--- config.mk ---
export PLATFORM = sky130hd
export DESIGN_NAME = ber_monitor
export DESIGN_NICKNAME = d
export VERILOG_FILES = /design/src/rtl/ber_monitor_pkg.sv /design/src/rtl/ber_monitor_popcount32.sv /design/src/rtl/ber_monitor.sv
export SDC_FILE = /design/constraint.sdc
export NUM_CORES = 1
export LEC_CHECK = 0
export ABC_AREA = 1
export CELL_PAD_IN_SITES_DETAIL_PLACEMENT = 1
export CELL_PAD_IN_SITES_GLOBAL_PLACEMENT = 2
export CORE_MARGIN = 4
export CORE_UTILIZATION = 29
export DETAILED_ROUTE_END_ITERATION = 7
export GPL_TIMING_DRIVEN = 0
export PLACE_DENSITY_LB_ADDON = 0.1
export SLEW_MARGIN = 15
export SYNTH_ARGS = -nofsm -noshare
export SYNTH_HDL_FRONTEND = slang
export SYNTH_HIERARCHICAL = 1
export SYNTH_SLANG_ARGS = --single-unit
--- constraint.sdc ---
create_clock -name clk -period 6.4 [get_ports clk]
set_clock_uncertainty 0.15 [all_clocks]
set_input_delay 0.96 -clock clk [delete_from_list [all_inputs] [get_ports clk]]
set_output_delay 0.96 -clock clk [all_outputs]
set_load 0.01 [all_outputs]
--- src/rtl/ber_monitor_pkg.sv ---
// Shared types and constants for the BER monitor: FSM state encoding,
// received word width, popcount width and lock-loss counter width.
package ber_monitor_pkg;

  localparam int unsigned WORD_W = 32;
  localparam int unsigned POP_W  = 6;
  localparam int unsigned LOCK_W = 8;

  typedef enum logic [1:0] {
    ST_IDLE       = 2'd0,
    ST_WAIT_ALIGN = 2'd1,
    ST_MEASURE    = 2'd2,
    ST_DONE       = 2'd3
  } ber_state_e;

  // Lock-loss events stick at 255 rather than wrapping back to a small count.
  function automatic logic [LOCK_W-1:0] lock_sat_inc(input logic [LOCK_W-1:0] v);
    return (v == {LOCK_W{1'b1}}) ? v : v + LOCK_W'(1);
  endfunction

endpackage

--- src/rtl/ber_monitor_popcount32.sv ---
// Combinational population count of one 32-bit error mask (result 0..32).
module popcount32
  import ber_monitor_pkg::*;
(
  input  logic [WORD_W-1:0] bits_i,
  output logic [POP_W-1:0]  count_o
);

  always_comb begin
    count_o = '0;
    for (int i = 0; i < WORD_W; i++) begin
      count_o = count_o + POP_W'(bits_i[i]);
    end
  end

endmodule

--- src/rtl/ber_monitor.sv ---
// Bit-error-rate monitor: counts aligned words, errored words, error bits and
// lock losses over a 2^WINDOW_LOG2 word window. Bit counting needs BER_BIT_ERR_COUNT_EN.
module ber_monitor
  import ber_monitor_pkg::*;
#(
  parameter int unsigned WINDOW_LOG2 = 20,
  parameter int unsigned CNT_W       = 32
) (
  input  logic              clk,
  input  logic              reset,
  input  logic              start,
  input  logic              aligned,
  input  logic              errorFlag,
  input  logic [WORD_W-1:0] errorBits,
  output logic              busy,
  output logic              done,
  output logic [CNT_W-1:0]  wordCount,
  output logic [CNT_W-1:0]  errWordCount,
  output logic [CNT_W-1:0]  errBitCount,
  output logic [LOCK_W-1:0] lockLoss,
  output ber_state_e        state_o
);

  localparam logic [CNT_W-1:0] CNT_MAX      = {CNT_W{1'b1}};
  localparam logic [CNT_W-1:0] CNT_ONE      = CNT_W'(1);
  localparam logic [CNT_W-1:0] WINDOW_WORDS = CNT_ONE << WINDOW_LOG2;

  ber_state_e        state_q, state_d;
  logic [CNT_W-1:0]  word_cnt_q, word_cnt_d;
  logic [CNT_W-1:0]  err_word_cnt_q, err_word_cnt_d;
  logic [LOCK_W-1:0] lock_loss_q, lock_loss_d;
  logic              clear_all;
  logic              count_word;

  // Next state and counter updates; only a MEASURE edge with aligned=1 counts a word.
  always_comb begin
    state_d        = state_q;
    word_cnt_d     = word_cnt_q;
    err_word_cnt_d = err_word_cnt_q;
    lock_loss_d    = lock_loss_q;
    clear_all      = 1'b0;
    count_word     = 1'b0;
    unique case (state_q)
      ST_IDLE, ST_DONE: begin
        if (start) begin
          clear_all      = 1'b1;
          word_cnt_d     = '0;
          err_word_cnt_d = '0;
          lock_loss_d    = '0;
          state_d        = ST_WAIT_ALIGN;
        end
      end
      ST_WAIT_ALIGN: begin
        if (aligned) state_d = ST_MEASURE;
      end
      ST_MEASURE: begin
        if (aligned) begin
          count_word = 1'b1;
          word_cnt_d = (word_cnt_q == CNT_MAX) ? word_cnt_q : word_cnt_q + CNT_ONE;
          if (errorFlag && (err_word_cnt_q != CNT_MAX)) begin
            err_word_cnt_d = err_word_cnt_q + CNT_ONE;
          end
          if (word_cnt_d == WINDOW_WORDS) state_d = ST_DONE;
        end else begin
          lock_loss_d = lock_sat_inc(lock_loss_q);
          state_d     = ST_WAIT_ALIGN;
        end
      end
      default: state_d = ST_IDLE;
    endcase
  end

  always_ff @(posedge clk or negedge reset) begin
    if (!reset) begin
      state_q        <= ST_IDLE;
      word_cnt_q     <= '0;
      err_word_cnt_q <= '0;
      lock_loss_q    <= '0;
    end else begin
      state_q        <= state_d;
      word_cnt_q     <= word_cnt_d;
      err_word_cnt_q <= err_word_cnt_d;
      lock_loss_q    <= lock_loss_d;
    end
  end

`ifdef BER_BIT_ERR_COUNT_EN
  // Sum is one bit wider than either operand so an overflow can be detected and clamped.
  localparam int unsigned SUM_W = ((CNT_W > POP_W) ? CNT_W : POP_W) + 1;

  logic [POP_W-1:0] pop_cnt;
  logic [SUM_W-1:0] bit_sum;
  logic [CNT_W-1:0] err_bit_cnt_q, err_bit_cnt_d;

  popcount32 u_popcount (
    .bits_i  (errorBits),
    .count_o (pop_cnt)
  );

  assign bit_sum = SUM_W'(err_bit_cnt_q) + SUM_W'(pop_cnt);

  always_comb begin
    err_bit_cnt_d = err_bit_cnt_q;
    if (clear_all) begin
      err_bit_cnt_d = '0;
    end else if (count_word) begin
      err_bit_cnt_d = (bit_sum > SUM_W'(CNT_MAX)) ? CNT_MAX : bit_sum[CNT_W-1:0];
    end
  end

  always_ff @(posedge clk or negedge reset) begin
    if (!reset) begin
      err_bit_cnt_q <= '0;
    end else begin
      err_bit_cnt_q <= err_bit_cnt_d;
    end
  end

  assign errBitCount = err_bit_cnt_q;
`else
  logic unused_bit_path;
  assign unused_bit_path = ^{errorBits, clear_all, count_word};
  assign errBitCount     = '0;
`endif

  assign busy         = (state_q == ST_WAIT_ALIGN) || (state_q == ST_MEASURE);
  assign done         = (state_q == ST_DONE);
  assign wordCount    = word_cnt_q;
  assign errWordCount = err_word_cnt_q;
  assign lockLoss     = lock_loss_q;
  assign state_o      = state_q;

endmodule

==> summary.txt <==
Critical path
  • CP Class: reg -> out
  • Worst setup SP type: flop
  • Crit-path max FO: 5
  • Crit path DAT: 1.84 ns
  • Worst r2r path cells: 16
  • Slowest CP cell: clkdlybuf4s50_1
  • R2R Path Start: wordCount[1]$_DFFE_PN0P_
  • CP dominant cell by count: inv_1
  • CP Capture Type: output port
  • Worst reg-to-reg setup slack: about 3.7 ns
  • Worst EP required: ~5.3 ns
  • Worst path cell trace: inv_1 > ha_1 > inv_1 > clkdlybuf4s50_1
  • Slowest stage delay, CP: 0.56 ns
  • Reg2Reg Capture Point: state_o[1]$_DFFE_PN0P_
  • CP Buf/Inv Count: 3
  • Worst path top cell family by delay: buffers and inverters

Clock network
  • Worst-Skew Late Latency: 0.35 ns
  • H-tree levels: 3
  • Worst-path clk slew: approximately 0.06 ns
  • Post-CTS sizing: 0
  • CTS tree: built
  • Total CTS buffers: 9
  • Clk buf depth: 2
  • Post-CTS Setup Inserts: 0
  • Root Driver: clkbuf_16
  • CTS Sinks: 74
  • Cts hold-fix bufs: 0

Logic synthesis
  • Adder-cell share of the synthesized area: 1.37%
  • Post-synth top flop: dfrtp_1
  • Yosys reg bits: 74
  • Post-Synth Simple-Gate Area: 38.7%
  • Yosys warning total: 6
  • Post-synthesis mux area share: 0%
  • Post-synthesis sequential area ratio: 33.7%
  • Post-Syn Area: around 5500 um2
  • Cells after Synth: approximately 800
  • Number of flops mapped to enable cells by yosys: 0
  • Complex-gate fraction of the synthesized area: 7.64%
  • Post-synthesis xor/xnor area fraction: 6.38%
  • Avg Synthesized Cell Area: 6.81 um2
  • Ys async rst share: 100%
  • Main combinational cell family by area after synthesis: simple AND/OR/NAND/NOR gates
  • Netlist cell types: 39

Pwr
  • Combinational share of power: 35.7%
  • Pint: 0.934 mW
  • Power per Cell Area: 224 nW/um2
  • Sequential power share: 32.3%
  • Net Sw Power: 0.637 mW
  • Worst vdd ir: roughly 0.14 mV
  • Clock power share: 32.1%
  • Total power: 1.57 mW
  • Static Leak: 2.99 nW
  • Sw Ratio: 40.6%

STA
  • Setup TNS Final: 0 ns
  • FMAX: 0.339 GHz
  • Slew headroom: 49.9%
  • Slew Limit Fails: 0
  • Tmin final: 2.95 ns
  • Fraction of the cycle the final worst path needs: 46.1%
  • RSZ-0062 raised after global routing: no
  • Hold Fails Final Rpt: 0
  • Least-Margin Pin Slew: 0.744 ns
  • Setup violations, final: 0

Final layout
  • Share of layout cells above drive strength 1: 10.5%
  • Post-route cell area: 7010 um2
  • NumNets Final: 972
  • Fill cell count: 2365
  • ANT cells: 0
  • P&R area growth vs syn: 27.7%

Global route
  • Global-route wire length before repair: 32700 um
  • Grt ovf: 0
  • Largest net degree at the start of global routing: 54
  • Gr usage total: 19.3%
  • Vias in the first global route: 5980
  • Initial antenna violation count: 0

Worst hold path
  • Worst hold path depth: 1
  • Hold Path Class: reg -> reg
  • Worst Hold End: lockLoss[7]$_DFFE_PN0P_
  • Worst Hold Launch: lockLoss[7]$_DFFE_PN0P_

Placed design
  • RD Place Congestion: 0.881
  • Dpl cell area: between 6000 and 7000 um2
  • # port buffers: 80
  • Final HPWL DP: ~16000 um

Drt
  • Residual DRC count: 0
  • Antenna violation net count after detailed routing: 0
  • Via count: between 5000 and 6000
  • Initial DRT Pass Iterations: 4
  • Routed wire length: 20100 um
  • DR iter-0 viols: 205
  • Via density: 4.80
  • Drt wl/cell: 17.2 um

Die
  • Die Span X: 146 um
  • Top Ports: around 150
  • Initial Utilization: between 20% and 30%
  • Row Count: 50
  • Die Y: 146 um
  • Die area: ~21000 um2
  • Core Area: 18600 um2

Run
  • Max-cap check violation count: 0

Run status
  • Outcome: finished, final reports clean
==> synth_stat cells, types with 7 or more instances <==
master | instances | area, um2
nand2_2 | 9 | 56.3
o21ai_1 | 15 | 75.1
nand2_1 | 245 | 920
dfrtp_1 | 74 | 1850
nor2_1 | 104 | 390
o22ai_1 | 7 | 43.8
o21ai_0 | 44 | 220
nand4_1 | 15 | 93.8
inv_1 | 83 | 312
nor4_1 | 10 | 62.6
xor2_1 | 32 | 280
nor3_1 | 16 | 80.1
buf_4 | 32 | 240
nand3_2 | 11 | 110
clkbuf_1 | 9 | 33.8
nand3_1 | 41 | 205
xnor2_1 | 8 | 70.1
==> worst reg2reg max path: stages (launching register included) <==
cell	delay, ns
dfrtp_1	0.48
ha_1	0.32
inv_2	0.07
nor2_4	0.25
nand2_4	0.13
nor2_8	0.18
inv_2	0.07
nand2_1	0.07
nand3_2	0.11
nor2_1	0.12
nand3_1	0.11
nor2_1	0.21
nand3_2	0.12
nand2_2	0.10
nand2_2	0.05
nand2_1	0.06
nand2_1	0.05
==> layer usage <==
| layer | track usage [%] | share of wire [%] |
|---|---|---|
| met2 | 34.6 | 52 |
| met1 | 23.6 | 43 |
| met3 | 2.55 | 2.7 |
| met4 | 6.98 | 2.7 |
| met5 | 0 | 0 |
==> cell families (layout without fill, tap and decap cells) <==
group	count (synthesis)	after routing
xor+xnor	40	40
fa+ha+maj	6	6
other cells	1	32
buf+inv	136	233
compound gates	77	77
simple gates	472	472
flops	74	74
==> stage by stage <==
stage / worst slack (ns) / hold WS (ns) / utilization (%) / cells
2_1_floorplan: 4.08 / 0.373 / - / 837
3_3_place_gp: 1.08 / 0.346 / 35.9 / 1151
3_5_place_dp: 3.10 / 0.350 / 36.1 / 1152
4_1_cts: 3.41 / 0.357 / 37.6 / 1168
5_1_grt: 3.33 / 0.383 / 37.6 / 1168
6_report: 3.45 / 0.353 / 37.6 / 1168
==> registers in the layout, summed over array words and instances, names as in the netlist <==
signal,cells
errWordCount,32
lockLoss,8
wordCount,32
state_o,2
==> worst max-delay path by stage <==
| stage | from | endpoint | slack, ns | depth (start not counted) |
|---|---|---|---|---|
| floorplan | state_o[0]$_DFFE_PN0P_ | lockLoss[7]$_DFFE_PN0P_ | 4.08 | 12 |
| global placement | reset | lockLoss[1]$_DFFE_PN0P_ | 1.08 | 1 |
| detailed placement | aligned | wordCount[4]$_DFFE_PN0P_ | 3.10 | 6 |
| CTS | state_o[0]$_DFFE_PN0P_ | busy | 3.41 | 4 |
| global route | aligned | wordCount[4]$_DFFE_PN0P_ | 3.33 | 6 |
| finish | state_o[0]$_DFFE_PN0P_ | busy | 3.45 | 4 |
==> final cells by class <==
class | count | area [um2] | share of cell area [%]
repair buffers | 81 | 826 | 11.8
multi-input cells | 627 | 3090 | 44.1
clock inverters | 2 | 10.0 | 0.143
clock buffers | 14 | 274 | 3.91
plain buffers | 49 | 339 | 4.84
flip-flops and latches | 74 | 1850 | 26.4
inverters | 87 | 327 | 4.66
well taps | 234 | 293 | 4.18
==> placed cells by master (no fill, tap or decap), types with 4 or more instances in the layout <==
cell type,netlist,routed
nor4_1,10,10
xnor2_1,8,8
a21oi_1,5,5
o21ai_0,44,44
nor2_4,6,6
clkbuf_1,9,11
dfrtp_1,74,74
nand2_1,245,245
buf_2,4,4
xor2_1,32,32
nand4_1,15,15
inv_2,4,4
nor3_1,16,16
clkbuf_16,0,9
buf_4,32,33
conb_1,1,32
o22ai_1,7,7
inv_1,83,83
o21ai_1,15,15
nand2_2,9,9
nor2_2,5,5
ha_1,6,6
nand3_2,11,11
nor2_1,104,104
clkdlybuf4s50_1,0,79
nand3_1,41,41
buf_6,4,4
==> power by group through the flow <==
stage               Clock, mW  Combinational (mW)  Sequential, mW
global placement            0               0.558           0.514
floorplan                   0               0.329           0.516
global route            0.547               0.623           0.510
detailed placement          0               0.569           0.516
CTS                     0.523               0.571           0.507
finish                  0.504               0.560           0.507
(Power assumes the default switching activity.)
